<file path="src/rtl/updown_counter_pkg.sv">
// Shared types, constants and next-count rule for the up/down modulo counter.
// Saturation is only reachable when UPDOWN_COUNTER_SAT_EN is defined in the top.
package updown_counter_pkg;

    localparam logic DIR_UP   = 1'b1;
    localparam logic DIR_DOWN = 1'b0;

    localparam int unsigned DefaultWidth  = 8;
    localparam int unsigned DefaultPrescW = 4;
    localparam int unsigned MaxWidth      = 32;

    typedef logic [MaxWidth-1:0] cnt_t;

    // Returns {wrap, next}; callers zero-extend narrower counts into cnt_t.
    function automatic logic [MaxWidth:0] next_count(input cnt_t count, input cnt_t max_val,
                                                     input logic dir, input logic sat);
        logic wrap;
        cnt_t nxt;
        wrap = 1'b0;
        nxt  = count;
        case (dir)
            DIR_UP: begin
                if (count >= max_val) begin
                    wrap = 1'b1;
                    nxt  = sat ? max_val : '0;
                end else begin
                    nxt = count + cnt_t'(1);
                end
            end
            DIR_DOWN: begin
                if (count == '0) begin
                    wrap = 1'b1;
                    nxt  = sat ? '0 : max_val;
                end else if (count > max_val) begin
                    nxt = max_val;
                end else begin
                    nxt = count - cnt_t'(1);
                end
            end
            default: ;
        endcase
        return {wrap, nxt};
    endfunction

endpackage

</file>
<file path="src/rtl/updown_counter_presc.sv">
// Enable-gated prescaler: tick every div+1 enabled cycles, clr restarts the period.
module updown_counter_presc #(
    parameter int unsigned PRESC_W = 4
) (
    input  logic               clk,
    input  logic               reset,
    input  logic               en_i,
    input  logic               clr_i,
    input  logic [PRESC_W-1:0] div_i,
    output logic               tick_o
);

    logic [PRESC_W-1:0] pc_q, pc_d;

    assign tick_o = en_i && (pc_q == div_i);

    always_comb begin
        pc_d = pc_q;
        if (clr_i) begin
            pc_d = '0;
        end else if (en_i) begin
            pc_d = tick_o ? '0 : pc_q + PRESC_W'(1);
        end
    end

    always_ff @(posedge clk or posedge reset) begin
        if (reset) begin
            pc_q <= '0;
        end else begin
            pc_q <= pc_d;
        end
    end

endmodule

</file>
<file path="src/rtl/updown_counter_mod.sv">
// Up/down modulo counter with load, enable, prescaler and terminal-count pulse.
// Define UPDOWN_COUNTER_SAT_EN to add the sat_i port (saturate instead of wrap).
module updown_counter_mod
    import updown_counter_pkg::*;
#(
    parameter int unsigned WIDTH   = DefaultWidth,
    parameter int unsigned PRESC_W = DefaultPrescW
) (
    input  logic               clk,
    input  logic               reset,
    input  logic               en_i,
    input  logic               dir_i,
    input  logic               load_i,
    input  logic [WIDTH-1:0]   load_val_i,
    input  logic [WIDTH-1:0]   max_val_i,
    input  logic [PRESC_W-1:0] presc_div_i,
`ifdef UPDOWN_COUNTER_SAT_EN
    input  logic               sat_i,
`endif
    output logic [WIDTH-1:0]   count_o,
    output logic               tc_o,
    output logic               zero_o
);

    logic             tick;
    logic             sat;
    logic [WIDTH-1:0] count_q, count_d;
    logic             tc_q, tc_d;
    logic [MaxWidth:0] step_res;

`ifdef UPDOWN_COUNTER_SAT_EN
    assign sat = sat_i;
`else
    assign sat = 1'b0;
`endif

    updown_counter_presc #(
        .PRESC_W(PRESC_W)
    ) u_presc (
        .clk   (clk),
        .reset (reset),
        .en_i  (en_i),
        .clr_i (load_i),
        .div_i (presc_div_i),
        .tick_o(tick)
    );

    assign step_res = next_count(cnt_t'(count_q), cnt_t'(max_val_i), dir_i, sat);

    if (WIDTH < MaxWidth) begin : g_unused
        logic unused_step_hi;
        assign unused_step_hi = ^step_res[MaxWidth-1:WIDTH];
    end

    always_comb begin
        count_d = count_q;
        tc_d    = 1'b0;
        if (load_i) begin
            count_d = load_val_i;
        end else if (tick) begin
            count_d = step_res[WIDTH-1:0];
            tc_d    = step_res[MaxWidth];
        end
    end

    always_ff @(posedge clk or posedge reset) begin
        if (reset) begin
            count_q <= '0;
            tc_q    <= 1'b0;
        end else begin
            count_q <= count_d;
            tc_q    <= tc_d;
        end
    end

    assign count_o = count_q;
    assign tc_o    = tc_q;
    assign zero_o  = (count_q == '0);

endmodule

</file>
<file path="config.mk">
export PLATFORM = sky130hd
export DESIGN_NAME = updown_counter_mod
export DESIGN_NICKNAME = d
export VERILOG_FILES = /design/src/rtl/updown_counter_pkg.sv /design/src/rtl/updown_counter_presc.sv /design/src/rtl/updown_counter_mod.sv
export SDC_FILE = /design/constraint.sdc
export NUM_CORES = 1
export LEC_CHECK = 0
export CORE_ASPECT_RATIO = 1.1
export CORE_MARGIN = 8
export CORE_UTILIZATION = 53
export CTS_CLUSTER_SIZE = 25
export DETAILED_ROUTE_END_ITERATION = 8
export PLACE_DENSITY = 0.81
export SLEW_MARGIN = 10
export SYNTH_ARGS = -nofsm -noshare
export SYNTH_HDL_FRONTEND = slang
export SYNTH_SLANG_ARGS = --single-unit
</file>
<file path="constraint.sdc">
create_clock -name clk -period 3.15 [get_ports clk]
set_clock_uncertainty 0.2 [all_clocks]
set_input_delay 0.63 -clock clk [delete_from_list [all_inputs] [get_ports clk]]
set_output_delay 0.63 -clock clk [all_outputs]
set_load 0.03 [all_outputs]
</file>
==> results of run 1 <==
## registers in the layout, indices dropped and copies added, names as in the netlist
signal        flops
u_presc.pc_q      4
count_o           8
tc_o              1
## how the worst max path moves through the flow
stage / from / endpoint / slack (ns)
floorplan: count_o[4]$_DFFE_PP0P_ / count_o[6]$_DFFE_PP0P_ / 0.75
global placement: max_val_i[7] / count_o[6]$_DFFE_PP0P_ / 0.13
detailed placement: max_val_i[7] / count_o[6]$_DFFE_PP0P_ / 0.12
CTS: count_o[3]$_DFFE_PP0P_ / zero_o / 0.21
global route: count_o[0]$_DFFE_PP0P_ / zero_o / 0.11
finish: count_o[0]$_DFFE_PP0P_ / zero_o / 0.21
## Yosys cell counts, types with 3 or more instances
master | n | area [µm²]
o31ai_1 | 3 | 22.5
nand2_1 | 6 | 22.5
nor2_1 | 12 | 45.0
nand4_1 | 3 | 18.8
inv_1 | 13 | 48.8
nand3_1 | 7 | 35.0
a21oi_1 | 5 | 25.0
a31oi_1 | 3 | 18.8
and3_1 | 4 | 25.0
dfrtp_1 | 13 | 325
buf_6 | 3 | 33.8
xnor2_1 | 15 | 131
nor3_1 | 5 | 25.0
mux2i_1 | 12 | 120
xor2_1 | 3 | 26.3
o21ai_0 | 5 | 25.0
clkbuf_1 | 4 | 15.0
ha_1 | 12 | 150
nand2b_1 | 5 | 31.3
## worst max-delay path, stage by stage, from the launching register on
cell	delay [ns]
dfrtp_1	0.48
inv_1	0.17
ha_1	0.18
nor4b_4	0.26
clkdlybuf4s50_1	0.74
## per-stage QoR
step | setup WS, ns | utilization, %
global route | 0.113 | 71.9
detailed placement | 0.119 | 70.9
floorplan | 0.747 | -
global placement | 0.134 | 70.9
CTS | 0.213 | 71.9
finish | 0.214 | 71.9
## per-layer routing
layer	vias up	part of all wire [%]	track usage [%]
met5	-	0	0
met4	0	0.51	6.07
met3	2	6.4	4.68
met2	41	51	28.7
met1	642	42	19.4
li1	642	-	-
## cell families (layout without fill, tap and decap cells)
logic type / after synthesis / count (layout) / share of synthesized area, %
simple gates: 58 / 58 / 25.1
buf+inv: 21 / 59 / 7.58
fa+ha+maj: 12 / 12 / 10.8
mux: 12 / 12 / 8.66
xor+xnor: 18 / 18 / 11.4
compound gates: 27 / 27 / 13.0
flops: 13 / 13 / 23.5
## power groups by stage
stage	Combinational, mW	Sequential (mW)	Clock, mW
final	0.371	0.228	0.107
after global routing	0.404	0.233	0.117
after CTS	0.371	0.228	0.110
after detailed placement	0.368	0.230	0
after global placement	0.360	0.230	0
after floorplan	0.232	0.246	0
## layout make-up
| type | count | area (µm²) |
|---|---|---|
| multi-input cells | 127 | 956 |
| fillers | 220 | 701 |
| repair buffers | 42 | 400 |
| flip-flops and latches | 13 | 325 |
| inverters | 13 | 48.8 |
| well taps | 31 | 38.8 |
| clock buffers | 4 | 26.3 |
==> flow_summary.ini, run 1 <==
[global_route]
antenna_found_initial = 0
grt_max_degree = 17
grt-ovfl-total = 0
first_global_vias = 1420
grt_pass1_wl_mm = 6.33
grt.total_usage_pct = 16.9

[drt]
dr.pass1.iters = 4
drtAntennaViolNets = 0
totalWireLength_mm = 3.74
drc = 0
num_vias = 1327
drtIter0Drc = 64
via_per_inst = 5.77
wire_per_inst_um = 16.3

[setup_path]
worstPathRequired_ns = 2.32
rrSetupSlack_ns = 0.71
regToRegEndpoint = count_o[6]$_DFFE_PP0P_
critPathCaptureType = output port
r2r_start = count_o[6]$_DFFE_PP0P_
arrival_ns = 2.11
start_kind = register
crit_fanout = 9
reg2reg_depth = 8
crit_type = register to output port

[clocking]
cts_tree = done
htreeDepth = 1
postCtsSetupBuffers = 0
clk_pin_slew_worst_paths_ns = 0.09
cts_root_buf = clkbuf_4
clockBufferDepth = 2
numCtsBuffers = 3
hold_buffers = 0
clk_latency_ns = 0.27
cts_sinks = 13
cts_resized = 0

[yosys]
synthFlopType = dfrtp_1
synth_area_um2 = 1390
avgSynthCellArea_um2 = 8.61
async_flop_share_pct = 100
synthCells = 161
ys_seq_elements = 13
seq_area_frac_synth_pct = 23.5
synth_cell_types = 41
ys.warnings.count = 0
syn-num-nets = 198
synth_edf_count = 0

[floorplan]
die_area_um2 = 4510
die-height_um = 69.6
coreArea_um2 = 2500
pin_count = 35
fp.dieW_um = 64.8
rows = 19
start_util_pct = 55.5

[pwr]
power_frac_seq_pct = 32.3
power.leakage_nw = 0.799
intPower_mw = 0.415
combPwrFrac_pct = 52.5
power_mw = 0.706
ir_drop_v = 0.000307
power_switching_mw = 0.291
clockPowerShare_pct = 15.2
p_sw_share_pct = 41.2
power.density_nw_per_um2 = 393

[finish]
n_antenna_cell = 0
mostFrequentLayoutCell = clkdlybuf4s50_1
drive_gt1_share_pct = 8.04
synthToLayoutAreaGrowth_pct = 29.5
final_cell_mix = 34 x clkdlybuf4s50_1, 15 x xnor2_1, 13 x inv_1, 13 x dfrtp_1
instances_no_fill = 230
fin_nets = 237
fin_area_um2 = 1800

[hold_path]
holdPathStages = 2
min_path_type = register to register
min_to = u_presc.pc_q[1]$_DFFE_PP0P_
hold_start = u_presc.pc_q[1]$_DFFE_PP0P_

[place]
gp_congestion = 0.850
place_hpwl_mm = 2.93
placed_area_um2 = 1770
port-buffer-count = 34
dp.cells = 226

[sta]
final.period_utilization_pct = 93.2
setup_viol = 0
hold_violations = 0
final_max_slew_viol_count = 0
fmax_mhz = 341
setup_tns_ns = 0
slew_headroom_pct = 63.1
hold_ws_ns = 0.433
worstMarginPinSlew_ns = 0.554
rsz0062_at_grt = false
fin_crit_ns = 2.94

[job]
drv_cap = 0

[outcome]
status = completed
Note: power is estimated with default switching activity, not from simulation.
==> inputs of run 2 (changes only) <==
--- a/config.mk
+++ b/config.mk
@@ -5,7 +5,7 @@
 export SDC_FILE = /design/constraint.sdc
 export NUM_CORES = 1
 export LEC_CHECK = 0
-export CORE_ASPECT_RATIO = 1.1
+export CORE_ASPECT_RATIO = 2
 export CORE_MARGIN = 8
 export CORE_UTILIZATION = 53
 export CTS_CLUSTER_SIZE = 25
==> flow_summary.ini, run 2 (synthesis gave the netlist of run 1 again) <==
[clocking]
postCtsSetupBuffers = 0
cts_tree = done
htreeDepth = 1
numCtsBuffers = 3
cts_sinks = 13
clockBufferDepth = 2
cts_resized = 0
hold_buffers = 0
clk_latency_ns = 0.24
clk_pin_slew_worst_paths_ns = 0.06
cts_root_buf = clkbuf_8

[sta]
hold_violations = 0
slew_headroom_pct = 62.4
setup_tns_ns = 0
fmax_mhz = 347
worstMarginPinSlew_ns = 0.563
final.period_utilization_pct = 91.6
hold_ws_ns = 0.409
setup_viol = 0
rsz0062_at_grt = false
fin_crit_ns = 2.88
final_max_slew_viol_count = 0

[pwr]
ir_drop_v = 0.000348
intPower_mw = 0.462
combPwrFrac_pct = 50.7
power_frac_seq_pct = 29.5
power.density_nw_per_um2 = 418
clockPowerShare_pct = 19.8
power_switching_mw = 0.303
power.leakage_nw = 0.821
p_sw_share_pct = 39.6

[finish]
final_cell_mix = 34 x clkdlybuf4s50_1, 15 x xnor2_1, 13 x inv_1, 13 x dfrtp_1
n_antenna_cell = 0
synthToLayoutAreaGrowth_pct = 32.2
fin_nets = 240
mostFrequentLayoutCell = clkdlybuf4s50_1
fin_area_um2 = 1830
drive_gt1_share_pct = 9.41
largest_register_ffs = 8
final_util_pct = 72.2

[floorplan]
coreArea_um2 = 2540
pin_count = 35
start_util_pct = 54.6
die-height_um = 88.3
rows = 26
fp.dieW_um = 52.2
die_area_um2 = 4610

[drt]
drtIter0Drc = 40
via_per_inst = 5.82
wire_per_inst_um = 18.4
totalWireLength_mm = 4.23
dr.pass1.iters = 4
drc = 0
drtAntennaViolNets = 0
num_vias = 1338

[setup_path]
rrSetupSlack_ns = 0.59
crit_fanout = 9
cpMaxStageDelayCell = clkdlybuf4s50_1
arrival_ns = 2.05
critPathCaptureType = output port
path_buf_inv = 1
worstPathRequired_ns = 2.32
crit_type = register to output port
start_kind = register
r2r_start = count_o[2]$_DFFE_PP0P_
path_cells = nor2_8, nand2_2, nor4b_4, clkdlybuf4s50_1
cp_top_family = buffers and inverters
crit_start = count_o[3]$_DFFE_PP0P_
slowest_delay_ns = 0.73

[global_route]
grt_max_degree = 16
antenna_found_initial = 0
grt.total_usage_pct = 18.9
grt-ovfl-total = 0
grt_pass1_wl_mm = 6.76
first_global_vias = 1442

[hold_path]
hold_start = u_presc.pc_q[1]$_DFFE_PP0P_
min_path_type = register to register

[place]
port-buffer-count = 34
place_hpwl_mm = 3.37
placed_area_um2 = 1790
gp_congestion = 0.950

[job]
drv_cap = 0

[outcome]
status = completed
run 2: metrics by stage:
stage | instances | setup WS (ns) | power, mW
global placement | 226 | 0.154 | 0.601
finish | 230 | 0.265 | 0.766
floorplan | 161 | 0.747 | 0.479
global route | 230 | 0.151 | 0.811
detailed placement | 226 | 0.0941 | 0.613
CTS | 230 | 0.236 | 0.767
run 2: area by class of cell:
class / instances / area, µm²
timing repair buffer: 45 / 423
fill: 204 / 704
inverter: 13 / 48.8
multi-input combinational: 127 / 956
tap: 28 / 35.0
clock buffer: 4 / 45.0
sequential: 13 / 325
run 2: metal layers:
metal / wire [µm] / vias to the layer above / global-route usage (%)
li1: - / 648 / -
met1: 1500 / 625 / 17.8
met2: 2300 / 48 / 35.1
met3: 233 / 17 / 4.55
met4: 199 / 0 / 10.7
met5: 0 / - / 0
run 2: worst register-to-register path: stages (launching register included):
cell and delay, ns:
dfrtp_1 0.49, buf_4 0.24, ha_1 0.25, o21ai_0 0.16
a21oi_1 0.08, o31a_1 0.33, nor4_1 0.42, o32ai_1 0.16
a31oi_1 0.15
run 2: power groups by stage:
stage	clock [mW]	sequential, mW	combinational (mW)
floorplan	0	0.246	0.232
global placement	0	0.227	0.374
detailed placement	0	0.228	0.385
CTS	0.154	0.226	0.387
global route	0.162	0.229	0.419
finish	0.152	0.226	0.388
run 2: final timing paths:
check,endpoint,cells after the start
max,zero_o,4
min,u_presc.pc_q[1]$_DFFE_PP0P_,2
max reg2reg,count_o[0]$_DFFE_PP0P_,8
min reg2reg,u_presc.pc_q[1]$_DFFE_PP0P_,2
max in group asynchronous,count_o[0]$_DFFE_PP0P_,2
min in group asynchronous,count_o[7]$_DFFE_PP0P_,2
